**src/rtl/if_stage.sv**
```systemverilog
// Instruction-fetch stage: owns the PC, issues single reads to a variable-latency
// instruction memory and presents fetched instructions through the IF/ID register.
module if_stage #(
    parameter logic [7:0]  RESET_PC = 8'h00,
    parameter logic [15:0] HALT_OP  = 16'hFFFF
) (
    input  logic        clk,
    input  logic        rst,
    input  logic        stall,
    input  logic        redirect_en,
    input  logic [7:0]  redirect_pc,
    input  logic [15:0] imem_data,
    input  logic        imem_valid,
    output logic        imem_rd_en,
    output logic [7:0]  imem_addr,
    output logic [15:0] instruction_output,
    output logic        instr_valid,
    output logic [7:0]  pc_out,
    output logic        halted
);

    typedef enum logic [1:0] {
        ISSUE = 2'd0,
        WAIT  = 2'd1,
        HOLD  = 2'd2,
        HALT  = 2'd3
    } state_t;

    state_t      state_r;
    logic [7:0]  pc_r;
    logic        discard_r;
    logic [15:0] skid_instr_r;
    logic [7:0]  skid_pc_r;
    logic        skid_valid_r;
    logic [15:0] instr_r;
    logic        valid_r;
    logic [7:0]  pc_out_r;
    logic        halted_r;

    logic        load_en_s;
    logic [15:0] load_instr_s;
    logic [7:0]  load_pc_s;

    // Select the source of an IF/ID load: a fresh memory response or the skid buffer.
    always_comb begin
        load_en_s    = 1'b0;
        load_instr_s = imem_data;
        load_pc_s    = pc_r;
        if ((state_r == WAIT) && imem_valid && !discard_r && !stall) begin
            load_en_s = 1'b1;
        end else if ((state_r == HOLD) && skid_valid_r && !stall) begin
            load_en_s    = 1'b1;
            load_instr_s = skid_instr_r;
            load_pc_s    = skid_pc_r;
        end else begin
            load_en_s = 1'b0;
        end
    end

    // Fetch FSM, skid buffer and IF/ID register.
    always_ff @(posedge clk) begin
        if (!rst) begin
            state_r      <= ISSUE;
            pc_r         <= RESET_PC;
            discard_r    <= 1'b0;
            skid_instr_r <= 16'h0000;
            skid_pc_r    <= 8'h00;
            skid_valid_r <= 1'b0;
            instr_r      <= 16'h0000;
            valid_r      <= 1'b0;
            pc_out_r     <= 8'h00;
            halted_r     <= 1'b0;
        end else if (redirect_en) begin
            pc_r         <= redirect_pc;
            instr_r      <= 16'h0000;
            valid_r      <= 1'b0;
            skid_instr_r <= 16'h0000;
            skid_pc_r    <= 8'h00;
            skid_valid_r <= 1'b0;
            halted_r     <= 1'b0;
            // An outstanding request must be swallowed when it finally returns.
            if ((state_r == WAIT) && !imem_valid) begin
                state_r   <= WAIT;
                discard_r <= 1'b1;
            end else begin
                state_r   <= ISSUE;
                discard_r <= 1'b0;
            end
        end else begin
            if (load_en_s) begin
                instr_r  <= load_instr_s;
                valid_r  <= 1'b1;
                pc_out_r <= load_pc_s;
                pc_r     <= pc_r + 8'd1;
            end else if (!stall) begin
                instr_r <= 16'h0000;
                valid_r <= 1'b0;
            end else begin
                instr_r <= instr_r;
                valid_r <= valid_r;
            end

            case (state_r)
                ISSUE: begin
                    state_r <= WAIT;
                end
                WAIT: begin
                    if (imem_valid && discard_r) begin
                        discard_r <= 1'b0;
                        state_r   <= ISSUE;
                    end else if (imem_valid && stall) begin
                        skid_instr_r <= imem_data;
                        skid_pc_r    <= pc_r;
                        skid_valid_r <= 1'b1;
                        state_r      <= HOLD;
                    end else if (imem_valid) begin
                        if (imem_data == HALT_OP) begin
                            state_r  <= HALT;
                            halted_r <= 1'b1;
                        end else begin
                            state_r <= ISSUE;
                        end
                    end else begin
                        state_r <= WAIT;
                    end
                end
                HOLD: begin
                    if (load_en_s) begin
                        skid_valid_r <= 1'b0;
                        if (skid_instr_r == HALT_OP) begin
                            state_r  <= HALT;
                            halted_r <= 1'b1;
                        end else begin
                            state_r <= ISSUE;
                        end
                    end else if (!skid_valid_r) begin
                        state_r <= ISSUE;
                    end else begin
                        state_r <= HOLD;
                    end
                end
                HALT: begin
                    state_r <= HALT;
                end
                default: begin
                    state_r <= ISSUE;
                end
            endcase
        end
    end

    // The request is gated by reset so nothing is issued while reset is held.
    assign imem_rd_en         = rst && (state_r == ISSUE) && !redirect_en;
    assign imem_addr          = pc_r;
    assign instruction_output = instr_r;
    assign instr_valid        = valid_r;
    assign pc_out             = pc_out_r;
    assign halted             = halted_r;

endmodule

```
**config.mk**
```make
export PLATFORM = sky130hd
export DESIGN_NAME = if_stage
export DESIGN_NICKNAME = d
export VERILOG_FILES = /design/src/rtl/if_stage.sv
export SDC_FILE = /design/constraint.sdc
export NUM_CORES = 1
export LEC_CHECK = 0
export CORE_MARGIN = 3
export CORE_UTILIZATION = 40
export DETAILED_ROUTE_END_ITERATION = 6
export PLACE_DENSITY = 0.66
export RECOVER_POWER = 100
export REMOVE_ABC_BUFFERS = 1
export SYNTH_ARGS = -nofsm -noshare
export SYNTH_HDL_FRONTEND = slang
export SYNTH_SLANG_ARGS = --single-unit
```
**constraint.sdc**
```tcl
create_clock -name clk -period 3.8 [get_ports clk]
set_input_delay 0.76 -clock clk [delete_from_list [all_inputs] [get_ports clk]]
set_output_delay 0.76 -clock clk [all_outputs]
set_load 0.005 [all_outputs]
```
==> results of run 1 <==
[cells in the final DEF, fill, tap and decap left out, types with 2 or more instances in the layout]
master	count
nand2_1	64
dfxtp_1	62
dlygate4sd3_1	36
a21oi_1	35
clkdlybuf4s50_1	26
nor3_1	19
a221oi_1	17
nor2b_1	16
o21ai_0	15
clkbuf_8	10
nand4_1	9
o211a_1	8
nand3_1	7
clkbuf_1	7
xnor2_1	6
inv_1	5
a211oi_1	5
a2111oi_0	4
nor2_1	4
buf_4	4
o22ai_1	3
nor4_1	2
nand2b_1	2
o211ai_1	2
clkinvlp_4	2
bufinv_16	2
clkinv_2	2
[logic make-up after synthesis]
logic type | count (synthesis) | share of synthesized area
AOI/OAI and AO/OA | 92 | 0.248
xor gates and xnor gates | 6 | 0.0186
adders and majority gates | 1 | 0.00442
buffers and inverters | 32 | 0.0575
DFF | 62 | 0.439
muxes | 1 | 0.00354
and+or+nand+nor | 131 | 0.230
[path summary, 6_finish.rpt]
check | end | cells after the start
setup / recovery | skid_valid_r | 5
hold / removal | skid_pc_r[5] | 2
setup reg to reg | skid_valid_r | 4
hold reg to reg | skid_pc_r[5] | 2
[worst register-to-register path, delay by kind of cell (launching register included)]
kind            cells  cell delay (ns)
compound gates      1             0.37
buf+inv             1             0.46
simple gates        2             1.19
flops               1             0.51
[registers in the layout, summed over array words and instances, names as in the netlist]
signal	count
halted	1
state_r	2
pc_out	8
discard_r	1
imem_addr	8
skid_instr_r	16
skid_pc_r	8
instruction_output	16
skid_valid_r	1
instr_valid	1
[metrics by stage]
step	utilization	total power, W	hold slack [ns]	cell area (um^2)
6_report	0.531	0.00148	0.459	3630
3_3_place_gp	0.513	0.000856	0.443	3510
3_5_place_dp	0.513	0.000857	0.451	3510
4_1_cts	0.546	0.00150	0.460	3730
5_1_grt	0.531	0.00153	0.481	3630
2_1_floorplan	-	0.000759	0.436	2690
[synth_stat cells, drive strengths merged]
cell type,count
mux2i,1
inv,5
clkbuf,13
o211ai,2
nand2,64
nor2,5
nor3,19
a21oi,35
o211a,8
a211oi,6
nor4bb,1
a221oi,17
nand3,7
and4bb,1
nand4,9
o22ai,3
nand3b,2
buf,14
nor2b,16
nor4,2
and4,1
and2,1
o21ai,15
dfxtp,62
nand4bb,1
a311oi,1
a22oi,1
xnor2,6
nand2b,2
ha,1
a2111oi,4
[cell type report]
type / count / area (um^2) / share of cell area
multi-input cells: 231 / 1350 / 0.371
flip-flops and latches: 62 / 1240 / 0.342
repair buffers: 73 / 677 / 0.187
clock buffers: 10 / 138 / 0.0380
well taps: 96 / 120 / 0.0331
clock inverters: 6 / 85.1 / 0.0235
inverters: 5 / 18.8 / 0.00518
[routing by layer]
metal / vias to the layer above / GRT usage / share of wire
met3: 5 / 0.0594 / 0.065
met2: 88 / 0.296 / 0.47
met1: 1239 / 0.221 / 0.46
li1: 1299 / - / -
met5: - / 0 / 0
met4: 0 / 0.0459 / 0.0085
[power breakdown]
| part | internal, W | switching, W |
|---|---|---|
| logic | 0.0000749 | 0.0000699 |
| clock network | 0.000385 | 0.000264 |
| registers | 0.000667 | 0.0000185 |
| total | 0.00113 | 0.000352 |
==> flow_summary.json, run 1 <==
{
  "drv_slew": 0,
  "io_pins": 64,
  "tritoncts": "yes",
  "fillers": 693,
  "cts_setup_buffers": 0,
  "synth_top_cell_area_share": 0.439,
  "drt-initial-drc-count": 164,
  "dp_slack_ns": 0.875,
  "ctsHoldBuffers": 0,
  "drc": 0,
  "clk_pin_slew_worst_paths_ns": 0.07,
  "slew_headroom": 0.0146,
  "rsz0062_at_grt": "no",
  "path_cells": "dlygate4sd3_1 -> and4bb_1 -> nand2_1 -> clkbuf_1 -> a211oi_1",
  "initial_utilization": 0.414,
  "fin_setup_tns_ns": 0,
  "ys_seq_elements": 62,
  "design.core.area_um2": 6830,
  "synth_area_per_cell_um2": 8.70,
  "antenna_found_initial": 0,
  "via_count": 2631,
  "die_w_um": 90.1,
  "fmax_mhz": 319,
  "grt_max_degree": 45,
  "avgViaCountPerCell": 5.45,
  "finalWeightedCongestion": 0.769,
  "hold_viol_final": 0,
  "ctsResizeCount": 0,
  "fin_worst_skew_ns": 0.00691,
  "synthTopCellsByArea": "dfxtp_1, nand2_1, a21oi_1",
  "finalCritPeriodShare": 0.825,
  "rrSetupSlack_ns": 1.17,
  "critPathRequiredTime_ns": 4.04,
  "startpoint": "imem_valid",
  "cp_max_fo": 21,
  "hold_path_class": "register to register",
  "nNetsFinal": 412,
  "grt_pass1_vias": 2494,
  "synth_cells": 325,
  "wire_per_inst_um": 14.6,
  "clockBufferDepth": 2,
  "cts_root_buf": "clkbuf_8",
  "grtUsageTotal": 0.178,
  "stdcell_count": 483,
  "grt_pass1_wl_mm": 12.0,
  "layout-drive-gt1-share": 0.0594,
  "dp_cells": 467,
  "die_area_um2": 8120,
  "final.setup.worst_slack_ns": 0.664,
  "endpoint_kind": "register",
  "antenna_cells": 0,
  "power.leakage_nw": 1.37,
  "p_per_area_nw_per_um2": 408,
  "crit_family": "simple AND/OR/NAND/NOR gates",
  "synth_area_um2": 2830,
  "arrival_ns": 3.38,
  "cts_made_buffers": 9,
  "firstDrtPassIters": 4,
  "cp_slowest_cell": "and4bb_1",
  "htree_levels": 3,
  "worstSetupPathType": "input port to register",
  "yosys.area.top_type": "dfxtp_1",
  "slowest_delay_ns": 0.72,
  "drt_wl_total_mm": 7.07,
  "clkLatencyLatePin_ns": 0.34,
  "ys_types": 38,
  "ant_nets": 0,
  "status": "finished clean",
  "gr-total-overflow": 0,
  "r2r-start": "state_r[0]",
  "setup_viol": 0,
  "holdCritStartpoint": "skid_pc_r[5]",
  "min_period_ns": 3.14,
  "clkSinkCount": 62,
  "worst_slew_pin_slew_ns": 1.48,
  "synthToLayoutAreaGrowth_pct": 28.2,
  "rows": 30,
  "path_buf_inv": 2,
  "ys_warn_count": 0,
  "maxCapViolCount": 0,
  "portBuffers": 63,
  "ir_worst_vdd_mv": 0.267,
  "dieHeight_um": 90.1,
  "seq_area_frac_synth": 0.439,
  "dp_hpwl_mm": 4.72,
  "worstSetupStartpointType": "input port"
}
Note: power is estimated with default switching activity, not from simulation.
==> run 2: changes to the inputs <==
- clock period: 3.8 -> 2.95 ns (I/O delays scaled with it)
==> flow_summary.json, run 2 (synthesis results as in run 1) <==
{
  "worstSetupPathType": "input port to primary output",
  "drc": 0,
  "grt_pass1_wl_mm": 11.7,
  "ir_worst_vdd_mv": 0.201,
  "ant_nets": 0,
  "fin_setup_tns_ns": 0,
  "dieHeight_um": 90.1,
  "cts_root_buf": "clkbuf_8",
  "rows": 30,
  "fillers": 693,
  "holdCritStartpoint": "skid_pc_r[3]",
  "p_per_area_nw_per_um2": 516,
  "grt_pass1_vias": 2367,
  "worstSetupStartpointType": "input port",
  "min_period_ns": 2.53,
  "critPathRequiredTime_ns": 2.36,
  "portBuffers": 63,
  "clockBufferDepth": 2,
  "rrSetupSlack_ns": 0.73,
  "slew_headroom": 0.217,
  "finalCritPeriodShare": 0.858,
  "arrival_ns": 1.94,
  "layout-drive-gt1-share": 0.0694,
  "finalWeightedCongestion": 0.827,
  "die_w_um": 90.1,
  "antenna_cells": 0,
  "gr-total-overflow": 0,
  "slowest_delay_ns": 0.60,
  "dp_hpwl_mm": 4.66,
  "hold_path_class": "register to register",
  "fin_worst_skew_ns": 0.00813,
  "clkSinkCount": 62,
  "path_buf_inv": 3,
  "tritoncts": "yes",
  "hold-path-endpoint": "skid_pc_r[3]",
  "mostFrequentLayoutCells": "nand2_1, dfxtp_1, dlygate4sd3_1",
  "antenna_found_initial": 0,
  "htree_levels": 3,
  "avgViaCountPerCell": 5.28,
  "min_path_cells": 2,
  "endpoint_kind": "primary output",
  "worst_slew_pin_slew_ns": 1.17,
  "power.leakage_nw": 1.40,
  "path_cells": "clkdlybuf4s50_1 -> inv_1 -> nand2_1 -> nor3_1 -> dlygate4sd3_1",
  "nNetsFinal": 414,
  "drt-initial-drc-count": 147,
  "via_count": 2560,
  "cp_slowest_cell": "dlygate4sd3_1",
  "cp_max_fo": 2,
  "drt_wl_total_mm": 6.91,
  "regArea_um2": 1240,
  "initial_utilization": 0.414,
  "multi_input_area_um2": 1340,
  "grt_max_degree": 45,
  "crit_family": "buffers and inverters",
  "cts_made_buffers": 9,
  "status": "finished clean",
  "ctsResizeCount": 0,
  "clkLatencyLatePin_ns": 0.34,
  "setup_viol": 0,
  "firstDrtPassIters": 4,
  "io_pins": 64,
  "dp_cells": 469,
  "r2r-end": "skid_instr_r[4]",
  "hold_viol_final": 0,
  "final_common_cell": "nand2_1",
  "maxCapViolCount": 0,
  "stdcell_count": 485,
  "rsz0062_at_grt": "no",
  "grtUsageTotal": 0.175,
  "design.core.area_um2": 6830,
  "worstRegToRegCells": 5,
  "drv_slew": 0,
  "die_area_um2": 8120,
  "wire_per_inst_um": 14.2,
  "ctsHoldBuffers": 0,
  "r2r-start": "state_r[1]",
  "cts_setup_buffers": 0,
  "synthToLayoutAreaGrowth_pct": 28.5,
  "clk_pin_slew_worst_paths_ns": 0.06,
  "fmax_mhz": 395
}
## run 2: per-layer routing
layer / share of wire / wire length, um / up-vias / global-route usage
met4: 0.011 / 79 / 0 / 0.0702
li1: - / - / 1296 / -
met3: 0.054 / 375 / 7 / 0.0418
met5: 0 / 0 / - / 0
met2: 0.45 / 3130 / 73 / 0.268
met1: 0.48 / 3320 / 1184 / 0.237
## run 2: area by class of cell
type | count | share of cell area
Timing Repair Buffer | 75 | 0.193
Clock inverter | 3 | 0.0110
Multi-Input combinational cell | 231 | 0.368
Inverter | 5 | 0.00516
Clock buffer | 13 | 0.0492
Tap cell | 96 | 0.0330
Sequential cell | 62 | 0.341
## run 2: report_power, final
part / switching [W] / internal (W)
sequential: 0.0000236 / 0.000859
clock: 0.000328 / 0.000480
combinational: 0.0000886 / 0.0000971
total: 0.000441 / 0.00144
## run 2: worst max path at each step
stage / slack [ns] / cells past startpoint / endpoint / startpoint
after global routing: 0.23 / 6 / skid_instr_r[4] / imem_valid
final: 0.42 / 5 / imem_rd_en / redirect_en
after CTS: 0.45 / 5 / imem_rd_en / redirect_en
after global placement: 0.46 / 5 / imem_rd_en / redirect_en
after floorplan: 0.54 / 3 / imem_rd_en / redirect_en
after detailed placement: 0.45 / 5 / imem_rd_en / redirect_en
## run 2: worst min-delay path: cells and delay by family (launching register included)
family	cells	cell delay, ns
compound gates	1	0.05
simple gates	1	0.05
flops	1	0.31
## run 2: per-stage QoR
step	total power [W]	cell area, um^2	util	worst slack (ns)	hold slack [ns]
2_1_floorplan	0.000978	2690	-	0.537	0.436
3_3_place_gp	0.00110	3520	0.515	0.465	0.443
3_5_place_dp	0.00110	3520	0.515	0.455	0.448
4_1_cts	0.00192	3740	0.547	0.454	0.457
5_1_grt	0.00196	3640	0.532	0.228	0.473
6_report	0.00188	3640	0.532	0.420	0.457
==> run 3: changes to the inputs <==
- CORE_UTILIZATION: 40 -> 50
- CTS_CLUSTER_DIAMETER: not set -> 120
- PLACE_DENSITY: 0.66 -> 0.8
==> flow_summary.json, run 3 (synthesis results as in run 1) <==
{
  "status": "finished clean",
  "slowest_delay_ns": 0.60,
  "maxCapViolCount": 0,
  "cts_setup_buffers": 0,
  "ctsHoldBuffers": 0,
  "drv_slew": 0,
  "synthToLayoutAreaGrowth_pct": 25.8,
  "slew_headroom": 0.224,
  "arrival_ns": 2.75,
  "multi_input_area_um2": 1340,
  "hold_path_class": "register to register",
  "fillers": 443,
  "die_area_um2": 6600,
  "ctsResizeCount": 0,
  "drc": 0,
  "clkLatencyLatePin_ns": 0.33,
  "fin_setup_tns_ns": 0,
  "dp_slack_ns": 0.515,
  "regArea_um2": 1240,
  "fin_util": 0.671,
  "worst_slew_pin_slew_ns": 1.16,
  "path_buf_inv": 2,
  "fmax_mhz": 402,
  "hold_viol_final": 0,
  "grtUsageMet1": 0.282,
  "setup_viol": 0,
  "wire_per_inst_um": 15.2,
  "htree_levels": 3,
  "rsz0062_at_grt": "no",
  "cts_made_buffers": 9,
  "final.setup.worst_slack_ns": 0.462,
  "portBuffers": 63,
  "mostFrequentLayoutCells": "nand2_1, dfxtp_1, dlygate4sd3_1",
  "dieHeight_um": 81.2,
  "antenna_found_initial": 0,
  "design.core.area_um2": 5300,
  "use_met2": 0.362,
  "layout-drive-gt1-share": 0.0543,
  "final_common_cell": "nand2_1",
  "path_common_cell": "nand2_1",
  "met3_usage": 0.0510,
  "worstSetupStartpointType": "input port",
  "grt_pass1_vias": 2509,
  "ir_worst_vdd_mv": 0.299,
  "finalWeightedCongestion": 0.808,
  "gr-total-overflow": 0,
  "endpoint_kind": "register",
  "drt-initial-drc-count": 137,
  "die_w_um": 81.2,
  "avgViaCountPerCell": 5.70,
  "antenna_cells": 0,
  "rows": 26,
  "initial_utilization": 0.534,
  "placedInstanceArea_um2": 3480,
  "fin_worst_skew_ns": 0.00553,
  "drt_wl_total_mm": 6.93,
  "via_count": 2603,
  "worstSetupPathType": "input port to register",
  "power.leakage_nw": 1.37,
  "crit_family": "buffers and inverters",
  "fin_area_um2": 3560,
  "p_per_area_nw_per_um2": 501,
  "clockBufferDepth": 2,
  "ant_nets": 0,
  "min_period_ns": 2.49,
  "grtUsageTotal": 0.224,
  "critPathRequiredTime_ns": 3.21,
  "busiest_layer": "met2",
  "path_cells": "dlygate4sd3_1 -> and4bb_1 -> nand2_1 -> clkbuf_1 -> nand2_1 -> a21oi_1",
  "cp_max_fo": 16,
  "clkSinkCount": 62,
  "cts_root_buf": "clkbuf_8",
  "grt_pass1_wl_mm": 11.5,
  "grt_max_degree": 45,
  "dp_hpwl_mm": 4.65,
  "tritoncts": "yes",
  "cp_slowest_cell": "dlygate4sd3_1",
  "finalCritPeriodShare": 0.843,
  "nNetsFinal": 413,
  "firstDrtPassIters": 4,
  "clk_pin_slew_worst_paths_ns": 0.06,
  "io_pins": 64
}
## run 3: cell types whose count changed in the layout (fill, tap and decap cells not counted), sizes merged
cell and change:
clkinv -2, buf -1, clkdlybuf4s50 +1, dlygate4sd3 -1, clkbuf +1
## run 3: path summary, 6_finish.rpt
path	start	endpoint	slack, ns	cells past startpoint
min reg2reg	skid_pc_r[7]	skid_pc_r[7]	0.46	2
max reg2reg	state_r[1]	state_r[1]	0.73	4
max	imem_valid	skid_instr_r[5]	0.46	6
min	skid_pc_r[7]	skid_pc_r[7]	0.46	2
## run 3: final cells by class
cell class                      instances  share of cell area
Clock buffer                           14              0.0429
Clock inverter                          1             0.00844
Inverter                                5             0.00527
Multi-Input combinational cell        231               0.375
Sequential cell                        62               0.349
Tap cell                               70              0.0246
Timing Repair Buffer                   74               0.195
## run 3: power breakdown
part           switching [W]  total (W)  internal, W
registers          0.0000249   0.000885     0.000860
logic              0.0000887   0.000186    0.0000971
clock network       0.000301   0.000712     0.000411
total               0.000415    0.00178      0.00137
## run 3: per-layer routing
| metal | vias to the layer above | wire length, um | share of wire |
|---|---|---|---|
| met1 | 1195 | 3020 | 0.44 |
| met4 | 0 | 136 | 0.020 |
| li1 | 1295 | - | - |
| met2 | 97 | 3280 | 0.47 |
| met5 | - | 0 | 0 |
| met3 | 16 | 486 | 0.070 |
## run 3: metrics by stage
| stage | std cells | total power [W] | hold WS, ns |
|---|---|---|---|
| 2_1_floorplan | 298 | 0.000978 | 0.436 |
| 3_3_place_gp | 442 | 0.00110 | 0.444 |
| 3_5_place_dp | 442 | 0.00110 | 0.447 |
| 4_1_cts | 457 | 0.00182 | 0.460 |
| 5_1_grt | 457 | 0.00186 | 0.479 |
| 6_report | 457 | 0.00178 | 0.459 |
## run 3: worst reg2reg max path, delay by kind of cell, from the launching register on
| family | cells | cell delay [ns] |
|---|---|---|
| simple gates | 2 | 1.05 |
| compound gates | 2 | 0.53 |
| flops | 1 | 0.54 |
